## src/rtl/sp_ram_arbiter.sv

```systemverilog
`default_nettype none
// ============================================================================
// Module   : sp_ram_arbiter
// Purpose  : Shares one single-port, byte-enabled SRAM wrapper with 1-cycle
//            read latency among NUM_PORTS req/gnt/rvalid masters. One request
//            is granted per cycle. Each response is routed back to the port
//            that was granted, one cycle after the grant. Bounded bus locking
//            supports atomic read-modify-write sequences.
//
// Ports    : clk, rst_i                  clock, synchronous active-high reset
//            req_i/lock_i/we_i           per-port request, lock, write enable
//            addr_i/be_i/wdata_i         per-port packed address/BE/data
//            gnt_o                       one-hot grant (same cycle)
//            rvalid_o/rdata_o/err_o      one-hot response, shared data, error
//            ram_en_o/ram_we_o/ram_addr_o/ram_be_o/ram_wdata_o  SRAM control
//            ram_rdata_i                 SRAM read data (1 cycle after enable)
//
// Config   : SP_RAM_ARB_RR_EN  defined   -> round-robin arbitration
//                              undefined -> fixed priority, lowest index wins
//
// Revision : 1.0  initial release
// ============================================================================
module sp_ram_arbiter #(
    parameter int NUM_PORTS  = 2,
    parameter int RAM_SIZE   = 32768,
    parameter int ADDR_WIDTH = 15,
    parameter int DATA_WIDTH = 32,
    parameter int LOCK_MAX   = 8
) (
    input  logic                              clk,
    input  logic                              rst_i,
    input  logic [NUM_PORTS-1:0]              req_i,
    input  logic [NUM_PORTS-1:0]              lock_i,
    input  logic [NUM_PORTS-1:0]              we_i,
    input  logic [NUM_PORTS*ADDR_WIDTH-1:0]   addr_i,
    input  logic [NUM_PORTS*DATA_WIDTH/8-1:0] be_i,
    input  logic [NUM_PORTS*DATA_WIDTH-1:0]   wdata_i,
    output logic [NUM_PORTS-1:0]              gnt_o,
    output logic [NUM_PORTS-1:0]              rvalid_o,
    output logic [DATA_WIDTH-1:0]             rdata_o,
    output logic                              err_o,
    output logic                              ram_en_o,
    output logic                              ram_we_o,
    output logic [ADDR_WIDTH-1:0]             ram_addr_o,
    output logic [DATA_WIDTH/8-1:0]           ram_be_o,
    output logic [DATA_WIDTH-1:0]             ram_wdata_o,
    input  logic [DATA_WIDTH-1:0]             ram_rdata_i
);

    localparam int                  c_be_w        = DATA_WIDTH / 8;
    localparam int                  c_id_w        = $clog2(NUM_PORTS);
    localparam int                  c_cnt_w       = $clog2(LOCK_MAX + 1);
    localparam bit                  c_range_chk   = (RAM_SIZE < (2 ** ADDR_WIDTH));
    localparam bit                  c_single_lock = (LOCK_MAX == 1);
    localparam logic [ADDR_WIDTH:0] c_ram_size    = (ADDR_WIDTH + 1)'(RAM_SIZE);
    localparam logic [c_cnt_w-1:0]  c_lock_max    = c_cnt_w'(LOCK_MAX);

    typedef enum logic [0:0] {
        S_IDLE   = 1'b0,
        S_LOCKED = 1'b1
    } lock_state_e;

    lock_state_e              r_state, w_state_nxt;
    logic [c_id_w-1:0]        r_owner, w_owner_nxt;
    logic [c_cnt_w-1:0]       r_cnt, w_cnt_nxt, w_cnt_inc;
    logic                     r_demote_vld, w_demote_vld_nxt;
    logic [c_id_w-1:0]        r_demote_id, w_demote_id_nxt;

    logic                     r_rsp_vld;
    logic [c_id_w-1:0]        r_rsp_id;
    logic                     r_rsp_err;

    logic                     w_owner_hold;
    logic [NUM_PORTS-1:0]     w_demote_oh;
    logic [NUM_PORTS-1:0]     w_mask;
    logic [c_id_w-1:0]        w_start;
    logic                     w_gnt_any;
    logic [c_id_w-1:0]        w_sel;
    logic [ADDR_WIDTH-1:0]    w_addr_sel;
    logic [c_be_w-1:0]        w_be_sel;
    logic [DATA_WIDTH-1:0]    w_wdata_sel;
    logic                     w_oor;
    logic                     w_ram_en;

    // The lock only holds while its owner keeps requesting. Once the owner
    // drops req the lock is released combinationally, so the other ports are
    // arbitrated normally in that same cycle instead of losing a cycle.
    assign w_owner_hold = (r_state == S_LOCKED) && req_i[r_owner];

    // A port that was force-released is skipped unless it is the only requester.
    assign w_demote_oh = r_demote_vld ? (NUM_PORTS'(1) << r_demote_id) : '0;
    assign w_mask      = ((req_i & ~w_demote_oh) != '0) ? (req_i & ~w_demote_oh) : req_i;

`ifdef SP_RAM_ARB_RR_EN
    localparam logic [c_id_w-1:0] c_last_port = c_id_w'(NUM_PORTS - 1);
    logic [c_id_w-1:0] r_rr_ptr;

    assign w_start = r_rr_ptr;

    always_ff @(posedge clk) begin
        if (rst_i) begin
            r_rr_ptr <= '0;
        end else if (w_gnt_any) begin
            r_rr_ptr <= (w_sel == c_last_port) ? '0 : w_sel + 1'b1;
        end
    end
`else
    assign w_start = '0;
`endif

    // Priority search starting at w_start, wrapping modulo NUM_PORTS.
    always_comb begin : p_arb
        int w_idx;
        w_gnt_any = 1'b0;
        w_sel     = '0;
        w_idx     = 0;
        if (w_owner_hold) begin
            w_gnt_any = 1'b1;
            w_sel     = r_owner;
        end else begin
            for (int i = 0; i < NUM_PORTS; i++) begin
                w_idx = int'(w_start) + i;
                if (w_idx >= NUM_PORTS) begin
                    w_idx = w_idx - NUM_PORTS;
                end
                if (!w_gnt_any && w_mask[w_idx]) begin
                    w_gnt_any = 1'b1;
                    w_sel     = c_id_w'(w_idx);
                end
            end
        end
    end

    // With no grant w_sel is 0, so the RAM bus idles on port-0 values.
    assign w_addr_sel  = addr_i[int'(w_sel) * ADDR_WIDTH +: ADDR_WIDTH];
    assign w_be_sel    = be_i[int'(w_sel) * c_be_w +: c_be_w];
    assign w_wdata_sel = wdata_i[int'(w_sel) * DATA_WIDTH +: DATA_WIDTH];
    assign w_oor       = c_range_chk && ({1'b0, w_addr_sel} >= c_ram_size);
    assign w_ram_en    = w_gnt_any && !w_oor && !rst_i;

    assign gnt_o       = (w_gnt_any && !rst_i) ? (NUM_PORTS'(1) << w_sel) : '0;
    assign ram_en_o    = w_ram_en;
    assign ram_we_o    = w_ram_en && we_i[w_sel];
    assign ram_addr_o  = w_addr_sel;
    assign ram_be_o    = w_be_sel;
    assign ram_wdata_o = w_wdata_sel;

    // The response outputs are also gated by rst_i, so a response that was in
    // flight when reset arrived is never shown.
    assign rvalid_o = (r_rsp_vld && !rst_i) ? (NUM_PORTS'(1) << r_rsp_id) : '0;
    assign err_o    = r_rsp_vld && r_rsp_err && !rst_i;
    assign rdata_o  = (r_rsp_vld && !r_rsp_err && !rst_i) ? ram_rdata_i : '0;

    // Lock FSM next state. The counter saturates at LOCK_MAX and is cleared
    // on release, so it never wraps.
    always_comb begin
        w_state_nxt      = r_state;
        w_owner_nxt      = r_owner;
        w_cnt_nxt        = r_cnt;
        w_demote_vld_nxt = r_demote_vld;
        w_demote_id_nxt  = r_demote_id;
        w_cnt_inc        = r_cnt + 1'b1;

        if (w_gnt_any) begin
            w_demote_vld_nxt = 1'b0;
            if (w_owner_hold) begin
                if (w_cnt_inc == c_lock_max) begin
                    w_state_nxt      = S_IDLE;
                    w_cnt_nxt        = '0;
                    w_demote_vld_nxt = 1'b1;
                    w_demote_id_nxt  = r_owner;
                end else if (!lock_i[r_owner]) begin
                    w_state_nxt = S_IDLE;
                    w_cnt_nxt   = '0;
                end else begin
                    w_cnt_nxt = w_cnt_inc;
                end
            end else begin
                w_state_nxt = S_IDLE;
                w_cnt_nxt   = '0;
                if (lock_i[w_sel]) begin
                    if (c_single_lock) begin
                        // The first locked grant already reaches LOCK_MAX.
                        w_demote_vld_nxt = 1'b1;
                        w_demote_id_nxt  = w_sel;
                    end else begin
                        w_state_nxt = S_LOCKED;
                        w_owner_nxt = w_sel;
                        w_cnt_nxt   = c_cnt_w'(1);
                    end
                end
            end
        end else if (r_state == S_LOCKED) begin
            w_state_nxt = S_IDLE;
            w_cnt_nxt   = '0;
        end
    end

    always_ff @(posedge clk) begin
        if (rst_i) begin
            r_state      <= S_IDLE;
            r_owner      <= '0;
            r_cnt        <= '0;
            r_demote_vld <= 1'b0;
            r_demote_id  <= '0;
            r_rsp_vld    <= 1'b0;
            r_rsp_id     <= '0;
            r_rsp_err    <= 1'b0;
        end else begin
            r_state      <= w_state_nxt;
            r_owner      <= w_owner_nxt;
            r_cnt        <= w_cnt_nxt;
            r_demote_vld <= w_demote_vld_nxt;
            r_demote_id  <= w_demote_id_nxt;
            r_rsp_vld    <= w_gnt_any;
            r_rsp_id     <= w_sel;
            r_rsp_err    <= w_gnt_any && w_oor;
        end
    end

endmodule
`default_nettype wire

```

## config.mk

```make
export PLATFORM = sky130hd
export DESIGN_NAME = sp_ram_arbiter
export DESIGN_NICKNAME = d
export VERILOG_FILES = /design/src/rtl/sp_ram_arbiter.sv
export SDC_FILE = /design/constraint.sdc
export NUM_CORES = 1
export LEC_CHECK = 0
export CAP_MARGIN = 20
export CORE_AREA = 2 2 91 93
export CTS_BUF_LIST = sky130_fd_sc_hd__clkbuf_2
export CTS_CLUSTER_SIZE = 14
export DETAILED_ROUTE_END_ITERATION = 16
export DIE_AREA = 0 0 93 95
export PLACE_DENSITY_LB_ADDON = 0.25
export SLEW_MARGIN = 20
export SYNTH_ARGS = -nofsm -noshare
export SYNTH_HDL_FRONTEND = slang
export SYNTH_SLANG_ARGS = --single-unit
```

## constraint.sdc

```tcl
create_clock -name clk -period 3.1 [get_ports clk]
set_input_delay 0.465 -clock clk [delete_from_list [all_inputs] [get_ports clk]]
set_output_delay 0.465 -clock clk [all_outputs]
set_load 0.1 [all_outputs]
```

======== Yosys cells after proc, flatten, opt, wreduce, memory -nomap -nowiden ========
Cells that the tools add are included.
word-level totals
  register bits ........................... 10
  input port bits ......................... 142
  output and inout port bits .............. 90
  word-level logic and storage cells ...... 77
operators by class
  add/subtract/negate cells ............... 1
  $mul .................................... 1
  magnitude comparators ................... 4
  equality and inequality tests ........... 2
  shift operators ......................... 6
  multiplexer cells ....................... 40
  bitwise gates (word level) .............. 4
  reduce and logical (&&, ||, !) cells .... 12
operators by type and width
  kind                                                 number
  2-to-1 mux 32 bit                                    3
  < comparator 32 x 3 -> 1 bit, second input constant  2
  variable part select 64 x 7 -> 32 bit                1
  variable part select 30 x 6 -> 15 bit                1
  2-to-1 mux 1 bit                                     28
  2-to-1 mux 4 bit                                     5
  2-to-1 mux 2 bit                                     4
  variable part select 8 x 4 -> 4 bit                  1
  AND reduction 3 bit                                  2
  left shift 1 x 1 -> 2 bit, first input constant      3
  logical AND 1 bit                                    5
  multiplier 1 x 4 -> 5 bit, second input constant     1
  adder 4 x 1 -> 4 bit, second input constant          1
  equality test 4 bit, second input constant           1
  < comparator 1 x 2 -> 1 bit, second input constant   2
  nonzero test 2 bit                                   2
  != test 3 bit, second input constant                 1
  bitwise AND 2 bit                                    1
  zero test 1 bit                                      2
  NOT 1 bit                                            2
  NOT 2 bit                                            1
  OR reduction 2 bit                                   1

======== Logic depth before layout (Yosys ltp) ========
Gate-level depths: netlist of run 1.
  depth in word-level cells ............... 20
  mapped depth ............................ 7
  depth with buffers taken out ............ 6

======== Worst setup path before layout of run 1 ========
OpenSTA, ideal clock, no wires.
  kind .................................... input to output
  from .................................... input port req_i[1]
  to ...................................... output port gnt_o[0]
  arrival time ............................ 3.101 ns
  setup slack ............................. -0.466 ns
  stages on the path ...................... 5
  cells stage by stage .................... buf_2 and2_4 buf_8 buf_6 nor3_1
between the ends
  word-level cells in the longest chain between the ends .. 14
  elaborated cells between the ends (all ways) .. 24
ends and longest elaborated chain
  what                                                            RTL line  text
  from (decl)                                                     32        input logic [NUM_PORTS-1:0] req_i,
  bitwise AND 2 bit                                               92        assign w_mask = ((req_i & ~w_demote_oh) != '0) ? (req_i & ~w_demote_oh) : req_i;
  nonzero test 2 bit                                              92
  2-to-1 mux 2 bit                                                92
  2-to-1 mux 1 bit (not written as such) (3 in series)            126       if (!w_gnt_any && w_mask[w_idx]) begin
  2-to-1 mux 1 bit                                                126
  2-to-1 mux 1 bit                                                117       if (w_owner_hold) begin
  zero test 1 bit                                                 126
  logical AND 1 bit                                               126
  2-to-1 mux 1 bit                                                126
  2-to-1 mux 1 bit                                                117
  left shift 1 x 1 -> 2 bit or logical AND 1 bit (tied branches)  141       assign gnt_o = (w_gnt_any && !rst_i) ? (NUM_PORTS'(1) << w_sel) : '0;
  2-to-1 mux 2 bit *                                              141
  to (decl)                                                       38        output logic [NUM_PORTS-1:0] gnt_o,
Mark *: on every way between the ends. The rest lies on a longest branch, timed or not. The select of a mux whose other input is x is not followed.

======== Worst setup path in the final report of run 1 ========
  from .................................... input port req_i[0]
  to ...................................... output port ram_be_o[0]
between the ends
  word-level cells in the longest chain between the ends .. 13
  elaborated cells between the ends (all ways) .. 20
ends and longest elaborated chain
  what                                                  RTL line  text
  bitwise AND 2 bit                                     92
  nonzero test 2 bit                                    92
  2-to-1 mux 2 bit                                      92
  2-to-1 mux 1 bit (not written as such) (3 in series)  126
  2-to-1 mux 1 bit                                      126
  2-to-1 mux 1 bit                                      117
  zero test 1 bit                                       126
  logical AND 1 bit                                     126
  2-to-1 mux 1 bit                                      126
  2-to-1 mux 1 bit *                                    117
  variable part select 8 x 4 -> 4 bit *                 136       assign w_be_sel = be_i[int'(w_sel) * c_be_w +: c_be_w];
  to (decl)                                             45        output logic [DATA_WIDTH/8-1:0] ram_be_o,
Marks and branches as above.

==> results of run 1 <==
-- per-layer routing --
metal  up-vias  GRT usage [%]  routed length (µm)
met1      1001           20.1                2990
li1       1062              -                   -
met3         6           4.23                 629
met5         -              0                   0
met4         0           2.57                  44
met2       100           33.7                4660
-- flip-flops by register name, indices dropped and copies added (netlist names) --
signal        count
r_owner           1
r_demote_id       1
r_rsp_id          1
r_rsp_vld         1
r_cnt             4
r_state           1
r_demote_vld      1
-- metrics by stage --
step,instance area (µm²),util [%],std cells
finish,4930,62.2,504
detailed placement,4910,62.0,501
global route,4930,62.2,504
global placement,4910,62.0,501
CTS,4930,62.2,504
floorplan,1650,-,171
-- power by group --
group          switching (W)  internal [W]  leakage (nW)
clock              0.0000391     0.0000264        0.0125
combinational       0.000706      0.000531          1.95
sequential        0.00000713      0.000133        0.0817
-- synth_stat cells, types with 2 or more instances --
cell	instances
nand4b_1	2
nand2_1	7
buf_12	3
a21oi_1	9
dfxtp_1	10
nand3_1	2
and2_1	36
nand2b_1	2
mux2_2	16
a22oi_1	2
nor3_1	2
mux2_4	35
nor2_1	11
buf_4	2
ha_1	2
nor2b_1	5
clkbuf_1	4
o21ai_0	2
o22ai_1	2
-- cell families after synthesis --
| family | after synthesis | synth area share [%] |
|---|---|---|
| muxes | 52 | 43.7 |
| DFF | 10 | 12.2 |
| buffers and inverters | 12 | 7.41 |
| adders and majority gates | 2 | 1.53 |
| AOI/OAI and AO/OA | 23 | 9.79 |
| other | 1 | 0.229 |
| and+or+nand+nor | 71 | 25.1 |
-- layout make-up --
| cell class | instances | area (µm²) | share of cell area (%) |
|---|---|---|---|
| sequential | 10 | 200 | 4.06 |
| clock buffer | 3 | 15.0 | 0.305 |
| multi-input combinational | 149 | 1330 | 26.9 |
| timing repair buffer | 237 | 3260 | 66.1 |
| tap | 105 | 131 | 2.66 |
-- how the worst max path moves through the flow --
stage / slack [ns] / cells after the start / end / startpoint
finish: 0.35 / 6 / ram_be_o[0] / req_i[0]
global route: 0.28 / 6 / ram_wdata_o[25] / req_i[0]
CTS: 0.35 / 6 / ram_wdata_o[20] / req_i[0]
detailed placement: 0.35 / 6 / ram_wdata_o[20] / req_i[0]
global placement: 0.36 / 6 / ram_wdata_o[20] / req_i[0]
floorplan: 0.18 / 6 / gnt_o[1] / r_demote_id
-- worst register-to-register path, cell delays in order (launching register included) --
cell and delay [ns]:
dfxtp_1 0.48, ha_1 0.27, and2_1 0.16, a21oi_1 0.09
o22ai_1 0.26, a21oi_1 0.11, a2111oi_1 0.31
==> out/metrics.yaml, run 1 <==
worstHoldStart: "r_demote_id"
min_to: "r_demote_id"
yosysSeqAreaShare_pct: 12.2
numPortBuffers: 230
dieArea_um2: 8840
first_global_vias: 2166
clock-root-buffer: "clkbuf_2"
synth-async-reset-ratio_pct: 0
maxCapViolations: 0
dr.pass1.iters: 4
ios: 232
clk_pin_slew_worst_paths_ns: 0.09
timing.fmax_mhz: 364
antenna_cells: 0
antenna_left: 0
route.vias.total: 2169
h-tree-depth: 1
avgSynthCellArea_um2: 9.57
drt_iter0_markers: 21
wl_per_cell_um: 16.5
num_rows: 33
yosysTopAreaCell: "mux2_4"
yosysWarnings: 0
gp_congestion: 0.818
synth_top_area_share_pct: 32.1
cp.required_ns: 2.63
syn2layout_area_growth_pct: 201
crit_top_cell: "buf_12"
path_cells: "clkdlybuf4s50_1, o211ai_2, and2_4, buf_12, mux2_2, buf_12"
place_ws_ns: 0.345
cp-start-kind: "input pin"
cp.arrival_ns: 2.29
drt_wl_total_um: 8320
final_cell_mix: "clkdlybuf4s50_1, buf_12, and2_1, mux2_4, mux2_2"
hold_ws_ns: 0.515
min_period_ns: 2.75
fillers: 640
synth-edff-count: 0
status: "finished, final reports clean"
cts_resized: 0
die_x_um: 93
rsz0062_at_grt: "no"
critPathKind: "input pin to output port"
setup_violations: 0
power_leakage_nw: 2.04
cts.sinks: 10
track_usage_pct: 17.6
cts_buffers: 3
hold_viol: 0
critPathBufInv: 3
period_share_pct: 88.7
worstHoldPathType: "flop to flop"
ctsHoldBuffers: 0
setup_ws_ns: 0.349
vdd_drop_max_mv: 0.202
crit_family: "buffers and inverters"
skew_ns: 0.00485
cpMaxStageDelayCell: "clkdlybuf4s50_1"
drv_slew: 0
drc: 0
cts.path.max_buffers: 2
dp_hpwl_um: 7500
netlist_area_um2: 1640
r2r_setup_slack_ns: 1.33
final_common_cell: "clkdlybuf4s50_1"
dieHeight_um: 95
grt_pass1_wl_um: 12200
drive_gt1_share_pct: 39.3
timing.rr.start: "r_cnt[0]"
synth.distinct_cells: 36
syn_inst: 171
ys.flop_type: "dfxtp_1"
fin_nets: 545
antenna_found_initial: 0
clk-insertion-delay-late_ns: 0.24
start_util_pct: 20.6
core_um2: 7930
yosys-top-cells-area: "mux2_4, and2_1, dfxtp_1"
path_max_fanout: 18
viasPerCell: 4.30
gr-total-overflow: 0
synth_seq_cells: 10
cts_setup_buffers: 0
pwr_density_cell_nw_per_um2: 293
syn_nets: 315
worst_setup_path_end_kind: "output port"
rr_worst_depth: 6
timing.rr.end: "r_demote_id"
slowest_delay_ns: 0.54
total_power_w: 0.00144
setup_tns_ns: 0
hold_depth: 2
grt_max_degree: 35
cts_tree: "done"
Power figures use the tool's default switching activity.
==> run 2: changes to the inputs <==
RECOVER_POWER = 50   (was not set)
==> run 2 against run 1 <==
Register-to-register slack lost 0.03 ns. Cell area is 0.69% lower. Flip-flop and latch count unchanged. Die area did not move. Count of clock-buffer cells in the layout is the same. Via count about the same. Non-clock buffer count unchanged. Routed wire length barely moved. Fmax decreased by 2.8%. Core utilization decreased by 0.43 points. Sequential share of layout area about the same. Critical path type unchanged.
==> out/metrics.yaml, run 2 (synthesized netlist as in run 1, its figures left out) <==
status: "finished, final reports clean"  # unchanged
drt_iter0_markers: 27  # was 21
rr_worst_depth: 6  # unchanged
top_layer: "met4"  # unchanged
first_global_vias: 2166  # unchanged
met2_length_um: 4640  # was 4660 µm
cts_buffers: 3  # unchanged
core_um2: 7930  # unchanged
critPathKind: "input pin to output port"  # unchanged
ctsHoldBuffers: 0  # unchanged
start_util_pct: 20.6  # unchanged
r2r_setup_slack_ns: 1.30  # was 1.33 ns
final_cell_mix: "clkdlybuf4s50_1, buf_12, mux2_4, and2_0, mux2_2"  # was clkdlybuf4s50_1, buf_12, and2_1, mux2_4, mux2_2
worst_setup_path_end_kind: "output port"  # unchanged
design_area_um2: 4900  # was 4930 µm²
cpMaxStageDelayCell: "dlygate4sd3_1"  # was clkdlybuf4s50_1
pwr_density_cell_nw_per_um2: 293  # about the same
drt_wl_total_um: 8320  # about the same
h-tree-depth: 1  # unchanged
cts.sinks: 10  # unchanged
final_common_cell: "clkdlybuf4s50_1"  # unchanged
slew_headroom_pct: 63.0
syn2layout_area_growth_pct: 199  # was 201%
antenna_found_initial: 0  # unchanged
antenna_left: 0  # unchanged
cts_tree: "done"  # unchanged
grt_max_degree: 35  # unchanged
skew_ns: 0.00454  # was 0.00485 ns
instances_no_fill: 504  # unchanged
ios: 232  # unchanged
dieHeight_um: 95  # unchanged
dr.pass1.iters: 4  # unchanged
dpl.cell_count: 501  # unchanged
clk-insertion-delay-late_ns: 0.24  # about the same
cp.required_ns: 2.63  # about the same
rsz0062_at_grt: "no"  # unchanged
maxCapViolations: 0  # unchanged
vdd_drop_max_mv: 0.201  # was 0.202 mV
worst_slew_pin_slew_ns: 0.557
cts.path.max_buffers: 2  # unchanged
num_rows: 33  # unchanged
crit_top_cell: "buf_12"  # unchanged
clk_pin_slew_worst_paths_ns: 0.09  # about the same
antenna_cells: 0  # unchanged
place_area_um2: 4910  # unchanged
setup_violations: 0  # unchanged
route.vias.total: 2170  # was 2169
wl_per_cell_um: 16.5  # about the same
path_cells: "dlygate4sd3_1, o211ai_2, and2_4, buf_12, mux2_2, buf_12"  # was clkdlybuf4s50_1, o211ai_2, and2_4, buf_12, mux2_2, buf_12
largest_reg_flops: 4  # unchanged
gp_congestion: 0.818  # unchanged
cp.arrival_ns: 2.37  # was 2.29 ns
top_register: "r_cnt"  # unchanged
numPortBuffers: 230  # unchanged
wl_met3_um: 640  # was 629 µm
worstHoldPathType: "flop to flop"  # unchanged
viasPerCell: 4.31  # was 4.30
clock-root-buffer: "clkbuf_2"  # unchanged
drv_slew: 0  # unchanged
met1_length_um: 2990  # about the same
cts_resized: 0  # unchanged
fin_nets: 545  # unchanged
cp-start-kind: "input pin"  # unchanged
hold_ws_ns: 0.513  # was 0.515 ns
period_share_pct: 91.3  # was 88.7%
drive_gt1_share_pct: 38.3  # was 39.3%
setup_tns_ns: 0  # unchanged
track_usage_pct: 17.6  # unchanged
dieArea_um2: 8840  # unchanged
cp_num_cells: 6  # unchanged
min_period_ns: 2.83  # was 2.75 ns
cts_setup_buffers: 0  # unchanged
crit_family: "buffers and inverters"  # unchanged
slowest_delay_ns: 0.65  # was 0.54 ns
grt_pass1_wl_um: 12200  # unchanged
die_x_um: 93  # unchanged
timing.rr.start: "r_cnt[0]"  # unchanged
gr-total-overflow: 0  # unchanged
timing.fmax_mhz: 353  # was 364 MHz
path_max_fanout: 18  # unchanged
timing.rr.end: "r_demote_id"  # unchanged
cp-endpoint: "ram_be_o[0]"  # unchanged
critPathBufInv: 3  # unchanged
total_power_w: 0.00143  # was 0.00144 W
drc: 0  # unchanged
hold_viol: 0  # unchanged
cp-startpoint: "req_i[0]"  # unchanged
power_leakage_nw: 2.00  # was 2.04 nW
dp_hpwl_um: 7500  # unchanged
[run 2: area by class of cell]
| type | count | area, µm² |
|---|---|---|
| clock buffer | 3 | 15.0 |
| multi-input combinational | 149 | 1320 |
| sequential | 10 | 200 |
| tap | 105 | 131 |
| timing repair buffer | 237 | 3230 |
| fill | 645 | 3030 |
[run 2: worst register-to-register path, cell delays in order, from the launching register on]
cell and delay (ns):
dfxtp_1 0.48, ha_1 0.27, and2_0 0.17, a21oi_1 0.09
o22ai_1 0.25, a21oi_1 0.10, a2111oi_0 0.33
[run 2: report_power, final]
part	total (W)	internal, W	leakage [nW]	switching [W]
combinational	0.00123	0.000524	1.91	0.000705
sequential	0.000140	0.000133	0.0817	0.00000715
clock	0.0000653	0.0000264	0.0125	0.0000389
total	0.00143	0.000683	2.00	0.000751
[run 2: stage by stage]
step,setup slack (ns),utilization (%)
3_3_place_gp,0.364,62.0
2_1_floorplan,0.183,-
6_report,0.270,61.8
5_1_grt,0.168,61.8
4_1_cts,0.346,62.2
3_5_place_dp,0.345,62.0
[run 2: how the worst min path moves through the flow]
stage,slack (ns),start,cells past startpoint,end
final,0.51,r_demote_id,2,r_demote_id
after global routing,0.57,r_cnt[3],2,r_cnt[3]
after CTS,0.52,r_demote_id,2,r_demote_id
after detailed placement,0.51,r_demote_id,2,r_demote_id
after global placement,0.49,r_demote_id,2,r_demote_id
after floorplan,0.47,r_demote_id,2,r_demote_id
[run 2: metal layers]
layer  GRT usage, %  vias up
met3           4.23        6
li1               -     1060
met2           33.7      105
met4           2.57        0
met5              0        -
met1           20.1      999
==> run 3: changes to the inputs <==
CORE_AREA = 2 2 90 92   (was 2 2 91 93)
DIE_AREA = 0 0 92 94   (was 0 0 93 95)
clock period = 2.56 ns   (was 3.1 ns; I/O delays follow)
==> run 3 against run 2 <==
Core utilization up 2.8 points. Flip-flop and latch count stayed put. Clock power up 36%. Sequential share of layout area about the same.
==> out/metrics.yaml, run 3 (synthesized netlist as in run 1, its figures left out) <==
drt_iter0_markers: 41  # was 27
critPathKind: "flop to output port"  # was input pin to output port
gp_congestion: 0.864  # was 0.818
worstHoldPathType: "flop to flop"  # unchanged
drc: 0  # unchanged
timing.rr.start: "r_cnt[1]"  # was r_cnt[0]
fillers: 577  # was 645
worstHoldStart: "r_demote_vld"  # was r_demote_id
setup_violations: 0  # unchanged
dr.pass1.iters: 4  # unchanged
skew_ns: 0.0119  # was 0.00454 ns
final_cell_mix: "clkdlybuf4s50_1, buf_12, mux2_4, and2_0, mux2_2"  # unchanged
rsz0062_at_grt: "no"  # unchanged
cts_setup_buffers: 0  # unchanged
period_share_pct: 95.4
hold_ws_ns: 0.535  # was 0.513 ns
r2r_setup_slack_ns: 0.62  # was 1.30 ns
dpl.cell_count: 498  # was 501
drt_wl_total_um: 8930  # was 8320 µm
numPortBuffers: 230  # unchanged
clk-insertion-delay-late_ns: 0.25  # was 0.24 ns
wl_per_cell_um: 17.8  # was 16.5 µm
cts_buffers: 3  # unchanged
fin_util_pct: 64.6  # was 61.8%
pwr-share-seq_pct: 9.7  # was 9.8%
gr-total-overflow: 0  # unchanged
ios: 232  # unchanged
clockPowerShare_pct: 5.0  # was 4.6%
min_period_ns: 2.44
largest_reg_flops: 4  # unchanged
switching_share_pct: 52.5  # was 52.4%
dieArea_um2: 8650  # was 8840 µm²
cts_resized: 0  # unchanged
switchingPower_w: 0.000920  # was 0.000751 W
pwr_density_cell_nw_per_um2: 357  # was 293 nW/µm²
final_common_cell: "clkdlybuf4s50_1"  # unchanged
num_rows: 32  # was 33
grt_pass1_wl_um: 13200  # was 12200 µm
clock-root-buffer: "clkbuf_2"  # unchanged
cts.path.max_buffers: 2  # unchanged
cts.sinks: 10  # unchanged
cp-start-kind: "flop"  # was input pin
hold_depth: 2  # unchanged
p_int_w: 0.000833  # was 0.000683 W
maxCapViolations: 0  # unchanged
antenna_left: 0  # unchanged
clk_pin_slew_worst_paths_ns: 0.11  # was 0.09 ns
drive_gt1_share_pct: 38.0  # was 38.3%
worst_setup_path_end_kind: "output port"  # unchanged
min_to: "r_demote_vld"  # was r_demote_id
cts_tree: "done"  # unchanged
drv_slew: 0  # unchanged
cp.required_ns: 2.18  # was 2.63 ns
start_util_pct: 21.5  # was 20.6%
timing.rr.end: "r_demote_id"  # unchanged
slew_headroom_pct: 64.3  # was 63.0%
setup_tns_ns: 0  # unchanged
dieHeight_um: 94  # was 95 µm
top_register: "r_cnt"  # unchanged
ctsHoldBuffers: 0  # unchanged
antenna_found_initial: 0  # unchanged
syn2layout_area_growth_pct: 200  # was 199%
register_area_um2: 200  # unchanged
timing.fmax_mhz: 409
track_usage_pct: 19.4  # was 17.6%
dp_hpwl_um: 7930  # was 7500 µm
die_x_um: 92  # was 93 µm
setup_ws_ns: 0.118  # was 0.270 ns
first_global_vias: 2225  # was 2166
power_leakage_nw: 2.01  # was 2.00 nW
cp.arrival_ns: 2.06  # was 2.37 ns
worst_slew_pin_slew_ns: 0.538  # was 0.557 ns
status: "finished, final reports clean"  # unchanged
multi_input_area_um2: 1320  # about the same
instances_no_fill: 502  # was 504
hold_viol: 0  # unchanged
viasPerCell: 4.34  # was 4.31
vdd_drop_max_mv: 0.261  # was 0.201 mV
path_max_fanout: 17  # was 18
fin_nets: 545  # unchanged
grt_max_degree: 35  # unchanged
core_um2: 7610  # was 7930 µm²
antenna_cells: 0  # unchanged
place_ws_ns: 0.152  # was 0.345 ns
rr_worst_depth: 6  # unchanged
h-tree-depth: 1  # unchanged
pwr-share-comb_pct: 85.3  # was 85.7%
route.vias.total: 2179  # was 2170
-- run 3: worst max path at each step --
stage | startpoint | endpoint | slack (ns) | cells after the start
after detailed placement | req_i[0] | ram_wdata_o[4] | 0.15 | 6
final | r_state | ram_wdata_o[4] | 0.12 | 6
after floorplan | r_demote_id | gnt_o[0] | -0.03 | 6
after global routing | r_state | ram_wdata_o[4] | 0.003 | 6
after CTS | r_state | ram_wdata_o[4] | 0.12 | 6
after global placement | req_i[0] | ram_wdata_o[25] | 0.17 | 6
-- run 3: through the flow --
step                area [µm²]  total power, W
finish                    4910         0.00175
floorplan                 1650         0.00103
CTS                       4960         0.00178
global route              4910         0.00181
detailed placement        4940         0.00169
global placement          4940         0.00167
-- run 3: power groups by stage --
stage | combinational, W | sequential, W | clock (W)
2_1_floorplan | 0.000864 | 0.000170 | 0
3_3_place_gp | 0.00150 | 0.000172 | 0
3_5_place_dp | 0.00151 | 0.000173 | 0
4_1_cts | 0.00152 | 0.000169 | 0.0000937
5_1_grt | 0.00153 | 0.000171 | 0.000104
6_report | 0.00150 | 0.000169 | 0.0000885
-- run 3: final cells by class --
| cell class | count | area share (%) |
|---|---|---|
| Multi-Input combinational cell | 149 | 26.8 |
| Sequential cell | 10 | 4.08 |
| Timing Repair Buffer | 237 | 66.1 |
| Clock inverter | 1 | 0.0764 |
| Tap cell | 102 | 2.60 |
| Clock buffer | 3 | 0.306 |
-- run 3: worst max-delay path: stages (launching register included) --
cell and delay, ns:
dfxtp_1 0.50, nand2_1 0.11, o211ai_2 0.10, and2_4 0.31, buf_12 0.21, mux2_2 0.38
buf_12 0.17
-- run 3: per-layer routing --
layer  vias up  part of all wire (%)  GRT usage [%]
met3         6                   7.9           5.86
met1      1010                    35           21.3
met5         -                     0              0
met4         0                   1.0           2.11
li1       1063                     -              -
met2       100                    56           37.8
